<file path="config.mk">
export PLATFORM = sky130hd
export DESIGN_NAME = tsmp_parser
export DESIGN_NICKNAME = d
export VERILOG_FILES = /design/src/rtl/tsmp_pkg.sv /design/src/rtl/tsmp_cmd_slot.sv /design/src/rtl/tsmp_parser.sv
export SDC_FILE = /design/constraint.sdc
export NUM_CORES = 1
export LEC_CHECK = 0
export ABC_CLOCK_PERIOD_IN_PS = 3420
export BUFFER_PORTS_ARGS = -buffer_cell sky130_fd_sc_hd__buf_4
export CORE_UTILIZATION = 55
export DETAILED_ROUTE_END_ITERATION = 12
export PLACE_DENSITY = 0.84
export REMOVE_ABC_BUFFERS = 1
export SLEW_MARGIN = 20
export SYNTH_ARGS = -nofsm -noshare
export SYNTH_HDL_FRONTEND = slang
export SYNTH_SLANG_ARGS = --single-unit
</file>
<file path="constraint.sdc">
create_clock -name i_clk -period 3.42 [get_ports i_clk]
set_input_delay 0.513 -clock i_clk [delete_from_list [all_inputs] [get_ports i_clk]]
set_output_delay 0.513 -clock i_clk [all_outputs]
set_load 0.05 [all_outputs]
</file>
<file path="src/rtl/tsmp_pkg.sv">
// Shared constants and types for the TSMP frame parser and its output slot.
package tsmp_pkg;

    localparam logic [1:0] TSMP_TYPE_NONE   = 2'd0;
    localparam logic [1:0] TSMP_TYPE_READ   = 2'd1;
    localparam logic [1:0] TSMP_TYPE_WRITE  = 2'd2;
    localparam logic [1:0] TSMP_TYPE_CONFIG = 2'd3;

    localparam logic [7:0] TSMP_ETH_HI = 8'hFF;
    localparam logic [7:0] TSMP_ETH_LO = 8'h01;

    localparam logic [4:0] TSMP_OFS_ETH   = 5'd12;
    localparam logic [4:0] TSMP_OFS_TYPE  = 5'd14;
    localparam logic [4:0] TSMP_OFS_ADDR  = 5'd16;
    localparam logic [4:0] TSMP_OFS_WDATA = 5'd20;

    localparam logic [5:0] TSMP_MIN_LEN_READ  = 6'd20;
    localparam logic [5:0] TSMP_MIN_LEN_WRITE = 6'd24;

    typedef enum logic [1:0] {
        ST_IDLE = 2'd0,
        ST_RECV = 2'd1,
        ST_SKIP = 2'd2
    } tsmp_state_e;

endpackage

</file>
<file path="src/rtl/tsmp_cmd_slot.sv">
// Single-entry valid/ready command register; a load may coincide with an accept.
module tsmp_cmd_slot
    import tsmp_pkg::*;
(
    input  logic        clk,
    input  logic        rst,
    input  logic        load,
    input  logic [1:0]  load_type,
    input  logic [31:0] load_addr,
    input  logic [31:0] load_wdata,
    input  logic        cmd_ready,
    output logic        cmd_valid,
    output logic [1:0]  cmd_type,
    output logic [31:0] cmd_addr,
    output logic [31:0] cmd_wdata,
    output logic        busy
);

    assign busy = cmd_valid & ~cmd_ready;

    always_ff @(posedge clk) begin
        if (rst) begin
            cmd_valid <= 1'b0;
            cmd_type  <= TSMP_TYPE_NONE;
            cmd_addr  <= '0;
            cmd_wdata <= '0;
        end else if (load) begin
            cmd_valid <= 1'b1;
            cmd_type  <= load_type;
            cmd_addr  <= load_addr;
            cmd_wdata <= load_wdata;
        end else if (cmd_valid && cmd_ready) begin
            cmd_valid <= 1'b0;
        end
    end

endmodule

</file>
<file path="src/rtl/tsmp_parser.sv">
// TSMP frame decoder: filtered byte stream in, one register-access command per frame out.
// Define TSMP_PARSER_CNT_EN to build the saturating error/drop counters.
module tsmp_parser
    import tsmp_pkg::*;
#(
    parameter int DATA_WIDTH = 9
) (
    input  logic                  i_clk,
    input  logic                  i_rst,
    input  logic [DATA_WIDTH-1:0] iv_data,
    input  logic                  i_data_wr,
    output logic                  o_cmd_valid,
    input  logic                  i_cmd_ready,
    output logic [1:0]            ov_cmd_type,
    output logic [31:0]           ov_cmd_addr,
    output logic [31:0]           ov_cmd_wdata,
    output logic [15:0]           ov_err_cnt,
    output logic [15:0]           ov_drop_cnt
);

    tsmp_state_e state_q;
    logic [4:0]  cnt_q;
    logic [1:0]  type_q;
    logic [31:0] addr_q;
    logic [31:0] wdata_q;

    logic        flag;
    logic [7:0]  byte_val;
    logic        field_bad;
    logic [1:0]  type_new;
    logic [31:0] addr_new;
    logic [31:0] wdata_new;
    logic [5:0]  len;
    logic [5:0]  min_len;
    logic        frame_ok;
    logic        end_ok;
    logic        load;
    logic        busy;

    assign flag     = iv_data[DATA_WIDTH-1];
    assign byte_val = iv_data[7:0];

    // Field values include the current byte so the end byte itself can complete a field.
    always_comb begin
        field_bad = 1'b0;
        type_new  = type_q;
        addr_new  = addr_q;
        wdata_new = wdata_q;
        if (cnt_q == TSMP_OFS_ETH && byte_val != TSMP_ETH_HI)
            field_bad = 1'b1;
        if (cnt_q == TSMP_OFS_ETH + 5'd1 && byte_val != TSMP_ETH_LO)
            field_bad = 1'b1;
        if (cnt_q == TSMP_OFS_TYPE) begin
            if (byte_val >= 8'd1 && byte_val <= 8'd3)
                type_new = byte_val[1:0];
            else
                field_bad = 1'b1;
        end
        if (cnt_q >= TSMP_OFS_ADDR && cnt_q < TSMP_OFS_WDATA)
            addr_new = {addr_q[23:0], byte_val};
        if (cnt_q >= TSMP_OFS_WDATA && cnt_q <= TSMP_OFS_WDATA + 5'd3)
            wdata_new = {wdata_q[23:0], byte_val};
    end

    assign len      = {1'b0, cnt_q} + 6'd1;
    assign min_len  = (type_new == TSMP_TYPE_READ) ? TSMP_MIN_LEN_READ : TSMP_MIN_LEN_WRITE;
    assign frame_ok = !field_bad && (type_new != TSMP_TYPE_NONE) && (len >= min_len);
    assign end_ok   = (state_q == ST_RECV) && i_data_wr && flag && frame_ok;
    assign load     = end_ok && !busy;

    always_ff @(posedge i_clk) begin
        if (i_rst) begin
            state_q <= ST_IDLE;
            cnt_q   <= '0;
            type_q  <= TSMP_TYPE_NONE;
            addr_q  <= '0;
            wdata_q <= '0;
        end else if (i_data_wr) begin
            case (state_q)
                ST_IDLE: begin
                    if (flag) begin
                        state_q <= ST_RECV;
                        cnt_q   <= 5'd1;
                        type_q  <= TSMP_TYPE_NONE;
                        addr_q  <= '0;
                        wdata_q <= '0;
                    end
                end
                ST_RECV: begin
                    cnt_q <= (cnt_q == 5'd31) ? cnt_q : cnt_q + 5'd1;
                    if (flag)
                        state_q <= ST_IDLE;
                    else if (field_bad)
                        state_q <= ST_SKIP;
                    if (!field_bad) begin
                        type_q  <= type_new;
                        addr_q  <= addr_new;
                        wdata_q <= wdata_new;
                    end
                end
                ST_SKIP: begin
                    if (flag)
                        state_q <= ST_IDLE;
                end
                default: state_q <= ST_IDLE;
            endcase
        end
    end

    tsmp_cmd_slot u_slot (
        .clk        (i_clk),
        .rst        (i_rst),
        .load       (load),
        .load_type  (type_new),
        .load_addr  (addr_new),
        .load_wdata ((type_new == TSMP_TYPE_READ) ? 32'd0 : wdata_new),
        .cmd_ready  (i_cmd_ready),
        .cmd_valid  (o_cmd_valid),
        .cmd_type   (ov_cmd_type),
        .cmd_addr   (ov_cmd_addr),
        .cmd_wdata  (ov_cmd_wdata),
        .busy       (busy)
    );

`ifdef TSMP_PARSER_CNT_EN
    logic err_evt;
    logic drop_evt;

    // One error per frame: a bad field diverts to SKIP, so the end byte is not counted again.
    always_comb begin
        err_evt  = 1'b0;
        drop_evt = end_ok && busy;
        if (state_q == ST_RECV && i_data_wr)
            err_evt = field_bad || (flag && !frame_ok);
    end

    always_ff @(posedge i_clk) begin
        if (i_rst) begin
            ov_err_cnt  <= '0;
            ov_drop_cnt <= '0;
        end else begin
            if (err_evt && ov_err_cnt != 16'hFFFF)
                ov_err_cnt <= ov_err_cnt + 16'd1;
            if (drop_evt && ov_drop_cnt != 16'hFFFF)
                ov_drop_cnt <= ov_drop_cnt + 16'd1;
        end
    end
`else
    assign ov_err_cnt  = '0;
    assign ov_drop_cnt = '0;
`endif

endmodule

</file>
==> summary.txt, run 1 <==
STA
  – Final setup violation count: 0
  – Max Slew Vio Count: 0
  – Final hold vios: 0
  – Fin Hold WS: 0.330 ns
  – Period utilization: 95.7%
  – Worst setup margin: 0.146 ns
  – Fin crit period: 3.27 ns
  – Worst-Margin Slew: 0.885 ns
  – Clock skew: 0.00657 ns
  – Fmax: 0.305 GHz
  – Unrepaired setup endpoints after global routing: no
  – Rel. slew slack: 41.0%

Clocking
  – Post-cts resize count: 0
  – CTS Buf Count: 17
  – Clock Sink Count: 140
  – H-tree levels: 4
  – Worst-Skew Late Latency: 0.42 ns
  – CTS clk-pin slew, worst paths: 0.06 ns
  – CTS tree: yes
  – Worst-case clock buffer depth: 2
  – CTS root buf: clkbuf_16
  – Hold_buf cts: 0
  – Post-CTS Setup Inserts: 0

Outcome
  – Status: finished, final reports clean

Critical path
  – CP Cell Sequence: inv_1 -> ha_1 -> and4b_1 -> a41oi_1 -> nor2_1 -> ha_1 -> o31ai_2 -> a21o_1 -> buf_4 -> nor4_1 -> a31o_1
  – CP top delay family: compound AO/OA/AOI/OAI gates
  – CP Max Fanout: 21
  – Most used cell, CP: ha_1
  – R2R Setup Slk: 0.15 ns
  – CP max stage cell: a21o_1
  – Critical path required time: 3.72 ns
  – Crit-path max cell delay: 0.51 ns
  – Critical Path Start Type: flip-flop
  – WP buf/inv: 2
  – Kind of critical path: flip-flop to flip-flop
  – Arrival @ worst endpoint: 3.57 ns
  – Critical path capture point type: flip-flop

Run
  – Number of max-cap violations: 0

Synthesis
  – Count leader, synth: dfxtp_1
  – Post-synth top area cell: dfxtp_1
  – Mapped Area: 6440 µm²
  – Count of different cell masters after synthesis: 56
  – Main synth FF type: dfxtp_1
  – Mapped Cells: 626
  – Top post-synthesis cells by area: dfxtp_1 43%, mux2i_1 9.8%, a211oi_2 5.8%
  – Synth top area share: 43.5%
  – Number of enable flip-flop cells after synthesis: 0
  – Synth async-reset ratio: 0%
  – Flops & latches, synth: 140
  – Top cells by count, synth: 140 x dfxtp_1, 63 x mux2i_1, 46 x nor2_1
  – Avg Inst Size Synth: 10.3 µm²
  – YS warnings: 0
  – Seq/Total Area, Yosys: 43.5%

Power
  – Switching Share: 20.9%
  – Peak supply drop: 0.361 mV
  – Net Sw Power: 839 µW
  – Power density cells: 528 nW/µm²
  – Reg power frac: 40.8%
  – Static leakage: 0.00300 µW
  – Comb power frac: 4.5%
  – Internal power: 3180 µW
  – Power share of the clock group: 54.7%
  – Total power: 4010 µW

Routing
  – Total wire length: 14,900 µm
  – First drt pass iteration count: 5
  – DRC marker count from the first detailed-route iteration: 371
  – DRT antenna net count: 0
  – DR vias/cell: 6.17
  – Total number of vias: 5,125
  – Number of remaining DRC errors: 0
  – Routed len/inst: 17.9 µm

Global route
  – GR Overflow Total: 0
  – First-pass GRT wire length: 23,500 µm
  – Largest net degree at the start of global routing: 73
  – GRT Total Usage: 25.1%
  – Vias in the first global route: 4,705
  – Antenna violations before repair: 0

Layout
  – Syn-to-layout area delta: 18.1%
  – Proportion of layout cells with a drive suffix above 1: 25.6%
  – N_diodes: 0
  – Core Util, Final: 66.6%
  – Nets: 694

Place
  – I/O Buffers: 79
  – GPL Wtd Cong: 0.875
  – Hpwl dp: 8950 µm
  – Post-Place Worst Slack: 0.239 ns

Floorplanning
  – Die height: 110 µm
  – IO Pins: 112
  – Die width: 110 µm
  – Initial Util: 56.4%
  – Row cnt: 39
  – Core box area: 11,400 µm²
  – Die area: 12,200 µm²

Min path
  – Min-delay worst type: primary input to flip-flop
final timing paths:
path | start | endpoint | cells after the start
worst min-delay path | i_rst | u_slot.cmd_type[1]$_SDFFE_PP0P_ | 2
worst max register to register | cnt_q[0]$_SDFFE_PP0P_ | u_slot.cmd_wdata[6]$_SDFFE_PP0P_ | 11
worst min register to register | u_slot.cmd_wdata[19]$_SDFFE_PP0P_ | u_slot.cmd_wdata[19]$_SDFFE_PP0P_ | 1
worst max-delay path | cnt_q[0]$_SDFFE_PP0P_ | u_slot.cmd_wdata[6]$_SDFFE_PP0P_ | 11
through the flow:
step           setup TNS, ns  instance area, µm²  std cells
4_1_cts                    0                7610        831
5_1_grt                    0                7610        831
3_3_place_gp               0                6890        799
3_5_place_dp               0                6890        799
2_1_floorplan        -199.04                5960        563
6_report                   0                7610        831
cell usage in the layout, fill, tap and decap left out, types with 5 or more instances in the layout:
cell         n
dfxtp_1    140
buf_4       92
mux2i_1     63
nor2_1      46
a21oi_1     40
a22oi_1     37
a22o_1      35
conb_1      32
nor4_1      30
a31o_1      30
a211oi_2    30
clkbuf_16   17
bufinv_16    7
ha_1         6
inv_1        5
metal layers:
metal | part of all wire [%] | vias to the layer above | GRT usage (%)
met5 | 0 | - | 0
met3 | 5.5 | 20 | 7.00
met2 | 51 | 207 | 41.6
met1 | 42 | 2499 | 31.4
li1 | - | 2399 | -
met4 | 1.6 | 0 | 8.65
area by class of cell:
class	instances	area [µm²]
well taps	143	179
multi-input cells	417	3180
flip-flops and latches	140	2800
clock inverters	11	235
inverters	6	22.5
repair buffers	93	711
fillers	836	3810
clock buffers	21	480
sequential cells by signal, summed over array words and instances, names as in the netlist:
| register | count |
|---|---|
| addr_q | 32 |
| state_q | 2 |
| wdata_q | 32 |
| cnt_q | 5 |
| u_slot.cmd_wdata | 32 |
| u_slot.cmd_valid | 1 |
| u_slot.cmd_addr | 32 |
| type_q | 2 |
| u_slot.cmd_type | 2 |
worst reg2reg max path, cell delays in order (launching register included):
cell     delay, ns
dfxtp_1       0.43
inv_1         0.13
ha_1          0.22
and4b_1       0.27
a41oi_1       0.44
nor2_1        0.11
ha_1          0.30
o31ai_2       0.09
a21o_1        0.51
buf_4         0.36
nor4_1        0.10
a31o_1        0.21
power groups by stage:
stage	clock network (µW)	registers [µW]	logic (µW)
after global placement	0	1670	174
after detailed placement	0	1670	178
final	2200	1640	181
after CTS	2210	1640	179
after global routing	2290	1640	193
after floorplan	0	1670	115
kinds of logic (layout without fill, tap and decap cells):
| kind of cell | after synthesis | count (layout) | synth area share, % |
|---|---|---|---|
| multiplexers | 64 | 64 | 9.96 |
| flip-flops | 140 | 140 | 43.5 |
| AO/OA/AOI/OAI | 199 | 199 | 25.4 |
| AND/OR/NAND/NOR | 114 | 114 | 9.98 |
| buffers and inverters | 100 | 131 | 9.67 |
| XOR/XNOR | 2 | 2 | 0.272 |
| other | 1 | 32 | 0.0582 |
| adder cells (fa/ha/maj) | 6 | 6 | 1.17 |
Power figures use the tool's default switching activity.
==> inputs of run 2 (changes only) <==
Settings changed: CORE_UTILIZATION 55 to 56, PLACE_DENSITY 0.84 to 0.85.
==> summary.txt, run 2 (same netlist as run 1, synthesis figures left out) <==
Floorplanning
  – Die area: 11,900 µm² (-1.8%)
  – Row cnt: 38 (-2.6%)
  – IO Pins: 112 (unchanged)
  – Die width: 109 µm (-0.88%)
  – Core box area: 11,000 µm² (-3.4%)
  – Die height: 109 µm (-0.88%)
  – Initial Util: 58.4% (+2.0 points)

Power
  – Power share of the clock group: 52.2% (-2.5 points)
  – Internal power: 2970 µW (-6.6%)
  – Static leakage: 0.00297 µW (-1.1%)
  – Reg power frac: 43.0% (+2.2 points)
  – Net Sw Power: 838 µW (-0.16%)
  – Total power: 3800 µW (-5.2%)
  – Power density cells: 505 nW/µm² (-4.2%)
  – Comb power frac: 4.7% (+0.2 points)
  – Switching Share: 22.0% (+1.1 points)
  – Peak supply drop: 0.370 mV (+2.8%)

Routing
  – Routed len/inst: 18.1 µm (+1.2%)
  – Highest routed layer: met4
  – Total number of vias: 5,154 (+0.57%)
  – Total wire length: 15,000 µm (+0.85%)
  – Number of remaining DRC errors: 0 (unchanged)
  – DR vias/cell: 6.22 (+0.93%)
  – Met2 routed WL: 7370 µm (-3.3%)
  – Met3 wire length: 809 µm (-1.7%)
  – First drt pass iteration count: 5 (unchanged)
  – DRT antenna net count: 0 (unchanged)
  – DRC marker count from the first detailed-route iteration: 408 (+10%)
  – M1 WL: 6310 µm (+2.2%)

Clocking
  – Post-CTS Setup Inserts: 0 (unchanged)
  – H-tree levels: 4 (unchanged)
  – Worst-Skew Late Latency: 0.41 ns (about the same)
  – Post-cts resize count: 0 (unchanged)
  – Clock Sink Count: 140 (unchanged)
  – Worst-case clock buffer depth: 2 (unchanged)
  – Hold_buf cts: 0 (unchanged)
  – CTS tree: yes
  – CTS clk-pin slew, worst paths: 0.06 ns (about the same)
  – CTS Buf Count: 17 (unchanged)
  – CTS root buf: clkbuf_16

Global route
  – Largest net degree at the start of global routing: 72 (-1.4%)
  – Antenna violations before repair: 0 (unchanged)
  – GR Overflow Total: 0 (unchanged)
  – GRT Total Usage: 26.1% (+0.93 points)
  – Vias in the first global route: 4,882 (+3.8%)
  – First-pass GRT wire length: 24,100 µm (+2.6%)

Min path
  – Hold path cells: 2 (unchanged)
  – Hold Crit Start: i_rst
  – Hold EP: cnt_q[2]$_SDFFE_PP0P_
  – Min-delay worst type: primary input to flip-flop

STA
  – Rel. slew slack: 41.1% (+0.093 points)
  – Worst-Margin Slew: 0.883 ns (-0.00140 ns)
  – Worst setup margin: 0.313 ns (+0.167 ns)
  – Setup TNS: 0 ns (unchanged)
  – Fmax: 0.322 GHz (+5.4%)
  – Period utilization: 90.9% (-4.9 points)
  – Clock skew: 0.00576 ns (-0.000812 ns)
  – Unrepaired setup endpoints after global routing: no
  – Final hold vios: 0 (unchanged)
  – Max Slew Vio Count: 0 (unchanged)
  – Fin crit period: 3.11 ns (-0.167 ns)
  – Final setup violation count: 0 (unchanged)

Critical path
  – Arrival @ worst endpoint: 3.47 ns (-0.10 ns)
  – Reg2reg start: cnt_q[0]$_SDFFE_PP0P_
  – Reg2reg end: u_slot.cmd_wdata[11]$_SDFFE_PP0P_
  – Critical path required time: 3.78 ns (+0.06 ns)
  – CP max stage cell: a41oi_1
  – Critical path capture point type: flip-flop
  – Crit-path max cell delay: 0.48 ns (-0.03 ns)
  – CP Cell Sequence: inv_1 -> ha_1 -> and4b_1 -> a41oi_1 -> nor2_1 -> ha_1 -> o31ai_2 -> a21o_1 -> buf_4 -> nor4_1 -> a31o_1
  – CP top delay family: compound AO/OA/AOI/OAI gates
  – Critical Path Start Type: flip-flop
  – R2R Setup Slk: 0.31 ns (+0.17 ns)
  – Most used cell, CP: ha_1
  – CP Max Fanout: 33 (+57%)
  – WP buf/inv: 2 (unchanged)
  – R2R depth: 11 (unchanged)
  – Kind of critical path: flip-flop to flip-flop

Place
  – Post-Place Worst Slack: 0.462 ns (+0.223 ns)
  – GPL Wtd Cong: 0.806 (-7.8%)
  – Hpwl dp: 8890 µm (-0.65%)
  – I/O Buffers: 79 (unchanged)

Layout
  – Syn-to-layout area delta: 16.8%
  – Most frequent cells in the layout: 140 x dfxtp_1, 92 x buf_4, 63 x mux2i_1
  – Proportion of layout cells with a drive suffix above 1: 25.3% (-0.29 points)
  – N_diodes: 0 (unchanged)
  – Filler cell count: 787 (-5.9%)
  – Multi-input gate area: 3180 µm² (unchanged)
  – Leading cell type in the layout, fill and taps excluded: dfxtp_1
  – FF+latch area: 2800 µm² (unchanged)
  – Nets: 694 (unchanged)

Run
  – Number of max-cap violations: 0 (unchanged)

Outcome
  – Status: finished, final reports clean
[run 2: metrics by stage]
step | instance area [µm²] | cells | hold WS [ns] | utilization, %
floorplan | 5960 | 563 | 0.442 | -
global placement | 6890 | 796 | 0.457 | 62.4
detailed placement | 6890 | 796 | 0.459 | 62.4
CTS | 7530 | 828 | 0.352 | 68.3
global route | 7530 | 828 | 0.356 | 68.3
finish | 7530 | 828 | 0.359 | 68.3
[run 2: cell type report]
type / count / area share, %
Clock inverter: 12 / 2.58
Clock buffer: 20 / 5.93
Timing Repair Buffer: 93 / 9.44
Tap cell: 140 / 2.33
Multi-Input combinational cell: 417 / 42.2
Inverter: 6 / 0.299
Sequential cell: 140 / 37.2
[run 2: per-layer routing]
| metal | track usage, % | vias up |
|---|---|---|
| met3 | 6.75 | 47 |
| met1 | 33.7 | 2516 |
| met2 | 40.7 | 189 |
| li1 | - | 2402 |
| met4 | 12.0 | 0 |
| met5 | 0 | - |
[run 2: how the worst max path moves through the flow]
stage | start | end | slack, ns | depth (start not counted)
2_1_floorplan | cnt_q[4]$_SDFFE_PP0P_ | addr_q[0]$_SDFFE_PP0P_ | -2.72 | 4
3_3_place_gp | iv_data[6] | u_slot.cmd_addr[2]$_SDFFE_PP0P_ | 0.64 | 10
3_5_place_dp | cnt_q[0]$_SDFFE_PP0P_ | u_slot.cmd_wdata[11]$_SDFFE_PP0P_ | 0.46 | 11
4_1_cts | cnt_q[0]$_SDFFE_PP0P_ | u_slot.cmd_wdata[11]$_SDFFE_PP0P_ | 0.41 | 11
5_1_grt | cnt_q[0]$_SDFFE_PP0P_ | u_slot.cmd_wdata[11]$_SDFFE_PP0P_ | 0.14 | 11
6_report | cnt_q[0]$_SDFFE_PP0P_ | u_slot.cmd_wdata[11]$_SDFFE_PP0P_ | 0.31 | 11
[run 2: power groups by stage]
| stage | combinational [µW] | clock [µW] | sequential (µW) |
|---|---|---|---|
| after floorplan | 115 | 0 | 1670 |
| after global placement | 174 | 0 | 1670 |
| after detailed placement | 176 | 0 | 1670 |
| after CTS | 177 | 2000 | 1640 |
| after global routing | 191 | 2080 | 1640 |
| final | 180 | 1990 | 1640 |
